--- config.mk ---
export PLATFORM = sky130hd
export DESIGN_NAME = phase_generator_flat
export DESIGN_NICKNAME = d
export VERILOG_FILES = /design/src/rtl/phase_generator_if.sv /design/src/rtl/phase_generator.sv /design/src/flat_wrapper.sv
export SDC_FILE = /design/constraint.sdc
export NUM_CORES = 1
export LEC_CHECK = 0
export CAP_MARGIN = 25
export CORE_UTILIZATION = 60
export CTS_CLUSTER_DIAMETER = 120
export DETAILED_ROUTE_END_ITERATION = 8
export PLACE_DENSITY = 0.84
export SYNTH_ARGS = -nofsm -noshare
export SYNTH_HDL_FRONTEND = slang
export SYNTH_SLANG_ARGS = --single-unit
--- constraint.sdc ---
create_clock -name clk -period 8.5 [get_ports clk]
set_input_delay 2.125 -clock clk [delete_from_list [all_inputs] [get_ports clk]]
set_output_delay 2.125 -clock clk [all_outputs]
set_load 0.01 [all_outputs]
--- src/rtl/phase_generator_if.sv ---
// Handshake bundle between the phase generator and its controller.
// Carries frame_cnt only when PHASEGEN_FRAME_CNT_EN is defined.
interface phase_generator_if #(
   parameter int PHASES = 4,
   parameter int CNT_W  = 8
);
   localparam int IW = $clog2(PHASES);

   logic             enable;
   logic             single;
   logic [CNT_W-1:0] div;
   logic [CNT_W-1:0] gap;
   logic [PHASES-1:0] phase;
   logic [IW-1:0]    phase_idx;
   logic             frame_start;
   logic             busy;
`ifdef PHASEGEN_FRAME_CNT_EN
   logic [15:0]      frame_cnt;
`endif

   modport master (
      output enable, single, div, gap,
`ifdef PHASEGEN_FRAME_CNT_EN
      input  frame_cnt,
`endif
      input  phase, phase_idx, frame_start, busy
   );

   modport slave (
      input  enable, single, div, gap,
`ifdef PHASEGEN_FRAME_CNT_EN
      output frame_cnt,
`endif
      output phase, phase_idx, frame_start, busy
   );
endinterface

--- src/rtl/phase_generator.sv ---
// Multi-phase non-overlapping clock-phase generator with dead time.
// Optional frame counter output enabled by PHASEGEN_FRAME_CNT_EN.
module phase_generator #(
   parameter int PHASES = 4,
   parameter int CNT_W  = 8
) (
   input logic              clk,
   input logic              rst,
   phase_generator_if.slave bus
);
   localparam int IW = $clog2(PHASES);

   typedef enum logic [1:0] {
      IDLE = 2'd0,
      RUN  = 2'd1,
      LAST = 2'd2
   } state_e;

   state_e            state_q, state_d;
   logic [CNT_W-1:0]  cnt_q, cnt_d;
   logic [CNT_W-1:0]  div_s_q, div_s_d;
   logic [CNT_W-1:0]  gap_s_q, gap_s_d;
   logic [IW-1:0]     idx_q, idx_d;
   logic [PHASES-1:0] phase_q, phase_d;
   logic              fs_q, fs_d;
   logic              busy_q, busy_d;

   logic              slot_end;
   logic              frame_end;
   logic              act_ok;
   logic [CNT_W:0]    act_lim;

   assign slot_end  = (cnt_q == div_s_q);
   assign frame_end = slot_end && (idx_q == IW'(PHASES - 1));

   always_comb begin
      state_d = state_q;
      cnt_d   = cnt_q;
      idx_d   = idx_q;
      div_s_d = div_s_q;
      gap_s_d = gap_s_q;
      unique case (state_q)
         IDLE: begin
            if (bus.enable) begin
               state_d = bus.single ? LAST : RUN;
               div_s_d = bus.div;
               gap_s_d = bus.gap;
               cnt_d   = '0;
               idx_d   = '0;
            end
         end
         RUN, LAST: begin
            if (frame_end) begin
               cnt_d = '0;
               idx_d = '0;
               if (state_q == RUN && bus.enable) begin
                  div_s_d = bus.div;
                  gap_s_d = bus.gap;
               end else begin
                  state_d = IDLE;
               end
            end else begin
               if (slot_end) begin
                  cnt_d = '0;
                  idx_d = idx_q + 1'b1;
               end else begin
                  cnt_d = cnt_q + 1'b1;
               end
               if (state_q == RUN && !bus.enable) state_d = LAST;
            end
         end
         default: state_d = IDLE;
      endcase
   end

   // Outputs come from next-state values so they line up with state.
   assign act_ok  = {1'b0, gap_s_d} <= {1'b0, div_s_d};
   assign act_lim = {1'b0, div_s_d} - {1'b0, gap_s_d};

   always_comb begin
      busy_d = (state_d != IDLE);
      fs_d   = busy_d && (idx_d == '0) && (cnt_d == '0);
      for (int i = 0; i < PHASES; i++) begin
         phase_d[i] = busy_d && (idx_d == IW'(i)) && act_ok
                      && ({1'b0, cnt_d} <= act_lim);
      end
   end

   always_ff @(posedge clk) begin
      if (rst) begin
         state_q <= IDLE;
         cnt_q   <= '0;
         idx_q   <= '0;
         div_s_q <= '0;
         gap_s_q <= '0;
         phase_q <= '0;
         fs_q    <= 1'b0;
         busy_q  <= 1'b0;
      end else begin
         state_q <= state_d;
         cnt_q   <= cnt_d;
         idx_q   <= idx_d;
         div_s_q <= div_s_d;
         gap_s_q <= gap_s_d;
         phase_q <= phase_d;
         fs_q    <= fs_d;
         busy_q  <= busy_d;
      end
   end

   assign bus.phase       = phase_q;
   assign bus.phase_idx   = idx_q;
   assign bus.frame_start = fs_q;
   assign bus.busy        = busy_q;

`ifdef PHASEGEN_FRAME_CNT_EN
   logic [15:0] fcnt_q, fcnt_d;

   assign fcnt_d = fcnt_q + 16'(fs_d);

   always_ff @(posedge clk) begin
      if (rst) fcnt_q <= '0;
      else     fcnt_q <= fcnt_d;
   end

   assign bus.frame_cnt = fcnt_q;
`endif
endmodule

--- src/flat_wrapper.sv ---
// flat-port wrapper written by rule: the top's interface ports become plain ports
module phase_generator_flat 
#(
   parameter int PHASES = 4,
   parameter int CNT_W  = 8
)
  (clk, rst, bus_enable, bus_single, bus_div, bus_gap, bus_phase, bus_phase_idx, bus_frame_start, bus_busy);
  phase_generator_if #(.PHASES(PHASES), .CNT_W(CNT_W)) bus_i ();
  input logic clk;
  input logic rst;
  input wire logic [$bits(bus_i.enable)-1:0] bus_enable;
  input wire logic [$bits(bus_i.single)-1:0] bus_single;
  input wire logic [$bits(bus_i.div)-1:0] bus_div;
  input wire logic [$bits(bus_i.gap)-1:0] bus_gap;
  output wire logic [$bits(bus_i.phase)-1:0] bus_phase;
  output wire logic [$bits(bus_i.phase_idx)-1:0] bus_phase_idx;
  output wire logic [$bits(bus_i.frame_start)-1:0] bus_frame_start;
  output wire logic [$bits(bus_i.busy)-1:0] bus_busy;
  assign bus_i.enable = bus_enable;
  assign bus_i.single = bus_single;
  assign bus_i.div = bus_div;
  assign bus_i.gap = bus_gap;
  assign bus_phase = bus_i.phase;
  assign bus_phase_idx = bus_i.phase_idx;
  assign bus_frame_start = bus_i.frame_start;
  assign bus_busy = bus_i.busy;
  phase_generator #(.PHASES(PHASES), .CNT_W(CNT_W)) u_core (.clk(clk), .rst(rst), .bus(bus_i));
endmodule
==> summary.md <==
| Metric | Value |
|---|---|
| Routed WL per cell | 17.37 um |
| DRC viols | 0 |
| Clk slew on worst S/H paths | 0.07 ns |
| Dpl hpwl | 4779 um |
| Number of synthesized register bits | 34 |
| Die Area | 0.004731 mm^2 |
| Top_reg_cell synth | dfxtp_1 |
| Die width | 68.79 um |
| Max-slew violations | 0 |
| Pin count of the biggest net entering global routing | 32 |
| Vias per cell | 6.503 |
| Power Dens Cells | 172.7 mW/mm^2 |
| M1 GR Usage | 0.3799 |
| Share of cells above drive strength 1 | 0.09036 |
| Hold Buf Count CTS | 0 |
| Setup ws final | 1.477 ns |
| Worst slew margin | 0.4889 |
| Synth top area share | 0.2543 |
| Detailed Routing Iterations Pass 1 | 6 |
| Core Region | 0.004144 mm^2 |
| Io pins | 28 |
| RSZ-0062 raised after global routing | no |
| GR Util met3 | 0.06250 |
| H-tree Lvls | 2 |
| CP max-delay cell | clkdlybuf4s50_1 |
| Worst vdd ir | 0.0001045 V |
| Total Routing Usage GR | 0.3053 |
| Syn Inst Count | 312 |
| Cell mode on critical path | ha_1 |
| CP endpoint kind | flop |
| Initial antenna violation count | 0 |
| Tmin final | 7.023 ns |
| Vias in the first global route | 2,278 |
| Endpoints failing setup | 0 |
| Hold Fails Final Rpt | 0 |
| Total gr overflow | 0 |
| Final wirelength | 6637 um |
| Distinct cells, synth | 53 |
| Maxcap violations | 0 |
| Routed vias | 2,484 |
| Antenna Violating Nets Remaining | 0 |
| Worst-Skew Late Latency | 0.30 ns |
| Post-CTS Resized | 0 |
| Nets | 373 |
| Final setup skew | 0.007682 ns |
| Crit path launch | bus_enable |
| # clock sinks | 34 |
| Mapped Nets | 354 |
| Critical path launch point type | input port |
| CTS tree | done |
| Cell Chain, Critical Path | clkdlybuf4s50_1 > and2_1 > nand4_4 > mux2_2 > a222oi_1 > ha_1 > nor2b_1 > o21a_1 > o31ai_1 > a211oi_1 > xnor2_1 > ha_1 > nor4_1 > o21ai_0 > a21oi_1 > or3_1 > o221ai_1 > nor4b_1 |
| Final period util | 0.8263 |
| Setup_tns | 0 ns |
| Worst path top cell family by delay | compound AO/OA/AOI/OAI gates |
| Async S/R FF share, synth | 0 |
| Diode count | 0 |
| Port bufs | 27 |
| Required @ worst endpoint | 8.70 ns |
| Total of fill cells in the finished design | 311 |
| Total CTS buffers | 5 |
| Crit-path max FO | 16 |
| Post-Syn Area per Cell | 8.578 um^2 |
| GP Congestion | 0.9086 |
| Hold Path Class | flop to flop |
| Initial Utilization | 0.6458 |
| Worst-margin pin slew | 0.7666 ns |
| Busiest grt layer | met2 |
| Warnings from Yosys | 0 |
| Total power | 0.0005243 W |
| Synth area leader | dfxtp_1 |
| Synth area leaders | dfxtp_1, ha_1, a222oi_1 |
| FMAX | 0.1424 GHz |
| Number of buffers and inverters on the critical path | 1 |
| Max incr delay on CP | 0.84 ns |
| Crit Reg-Reg Startpoint | u_core.cnt_q[0] |
| CTS Buffer Depth | 2 |
| Worst EP arrival | 7.23 ns |
| Cell area after synthesis | 0.002676 mm^2 |
| Hold Crit Start | u_core.gap_s_q[2] |
| Setup bufs post-CTS | 0 |
| Placement Rows | 23 |
| Root Buffer Master | clkbuf_8 |
| EDFF count, synth | 0 |
| Area Overhead vs Synth | 13.46% |
| Pleak | 1.348 nW |
| Die H | 68.79 um |
| Post-Place Setup Slack | 1.270 ns |
| Met2 Use GR | 0.5306 |
| Setup CP Type | input port to flop |
| Seq/Total Area, Yosys | 0.2543 |
| Status | complete, no violations |
| Drt initial violations | 349 |
| First-pass GRT wire length | 10,520 um |
[report_power, final]
group / switching [W] / total [W] / internal, W
clock: 0.0000609 / 0.000126 / 0.0000653
sequential: 0.00000919 / 0.000179 / 0.000170
combinational: 0.000123 / 0.000219 / 0.0000957
[metrics by stage]
stage | utilization | hold slack, ns | instance area, um^2 | instances
final | 0.7328 | 0.5671 | 3037 | 382
after CTS | 0.7328 | 0.5622 | 3037 | 382
after global placement | 0.7107 | 0.5228 | 2945 | 374
after detailed placement | 0.7107 | 0.5496 | 2945 | 374
after global routing | 0.7328 | 0.5946 | 3037 | 382
after floorplan | - | 0.4980 | 2676 | 312
[metal layers]
layer | vias to the layer above | part of all wire
met5 | - | 0
met4 | 0 | 0.015
li1 | 1192 | -
met1 | 1175 | 0.43
met3 | 10 | 0.070
met2 | 107 | 0.48
[layout by cell type, fill, tap and decap left out, types with 3 or more instances in the layout]
master | synthesis | final
dfxtp_1 | 34 | 34
nor2_1 | 30 | 30
clkdlybuf4s50_1 | 0 | 27
nor2b_1 | 22 | 22
ha_1 | 21 | 21
inv_1 | 18 | 18
nand2_1 | 16 | 16
a21oi_1 | 16 | 16
a222oi_1 | 14 | 14
mux2_2 | 12 | 12
xor2_1 | 11 | 11
mux2_1 | 8 | 8
nand3_1 | 6 | 6
nand2b_1 | 6 | 6
nor3_1 | 6 | 6
clkbuf_8 | 0 | 6
a2111oi_0 | 5 | 5
a21o_1 | 5 | 5
nand4_1 | 4 | 4
o21ai_0 | 4 | 4
xnor2_1 | 4 | 4
o22ai_1 | 4 | 4
nor4_1 | 4 | 4
and2_1 | 3 | 3
or2_2 | 3 | 3
a22oi_1 | 3 | 3
a211oi_1 | 3 | 3
[logic make-up (layout without fill, tap and decap cells)]
logic type	after synthesis	count (layout)	synth area share
xor+xnor	15	15	0.04909
compound gates	72	72	0.2048
simple gates	110	110	0.2286
mux	24	24	0.1029
fa+ha+maj	22	22	0.1057
buf+inv	35	55	0.05470
flops	34	34	0.2543
[registers in the layout, summed over array words and instances, names as in the netlist]
name	count
u_core.bus.phase_idx	2
u_core.bus.phase	4
u_core.cnt_q	8
u_core.div_s_q	8
u_core.bus.frame_start	1
u_core.state_q	2
u_core.bus.busy	1
u_core.gap_s_q	8
[synthesized netlist by cell type, drive strengths merged (2+ instances only)]
cell and instances:
mux2 22, clkbuf 10, mux2i 2, o21bai 2, o21ai 4, a2111oi 5
o21a 2, o211a 2, a21o 5, nor2 30, or2 3, a22oi 3
nor2b 22, nor4b 2, nor4 6, xor2 11, buf 7, a222oi 14
inv 18, xnor2 4, nand2 16, a211oi 3, o22ai 4, or3 2
nand4 5, nand2b 6, o31ai 2, a221oi 3, a21oi 16, nor3 6
nand3 6, and2 3, dfxtp 34, ha 21
[area by class of cell]
cell class | instances | area, um^2 | area share
inverter | 18 | 67.56 | 0.02225
clock inverter | 1 | 5.005 | 0.001648
tap | 50 | 62.56 | 0.02060
timing repair buffer | 29 | 285.3 | 0.09394
clock buffer | 7 | 86.33 | 0.02843
sequential | 34 | 680.7 | 0.2241
multi-input combinational | 243 | 1849 | 0.6090
[worst paths after layout]
kind | to | slack, ns | depth (start not counted)
setup / recovery | u_core.bus.phase[1] | 1.48 | 18
hold / removal | u_core.gap_s_q[2] | 0.57 | 2
setup reg to reg | u_core.bus.phase[1] | 2.99 | 18
hold reg to reg | u_core.gap_s_q[2] | 0.57 | 2
[worst min-delay path, cell delays in order, from the launching register on]
cell and delay, ns:
dfxtp_1 0.35, a222oi_1 0.09, nor2_1 0.09
Note: power is estimated with default switching activity, not from simulation.
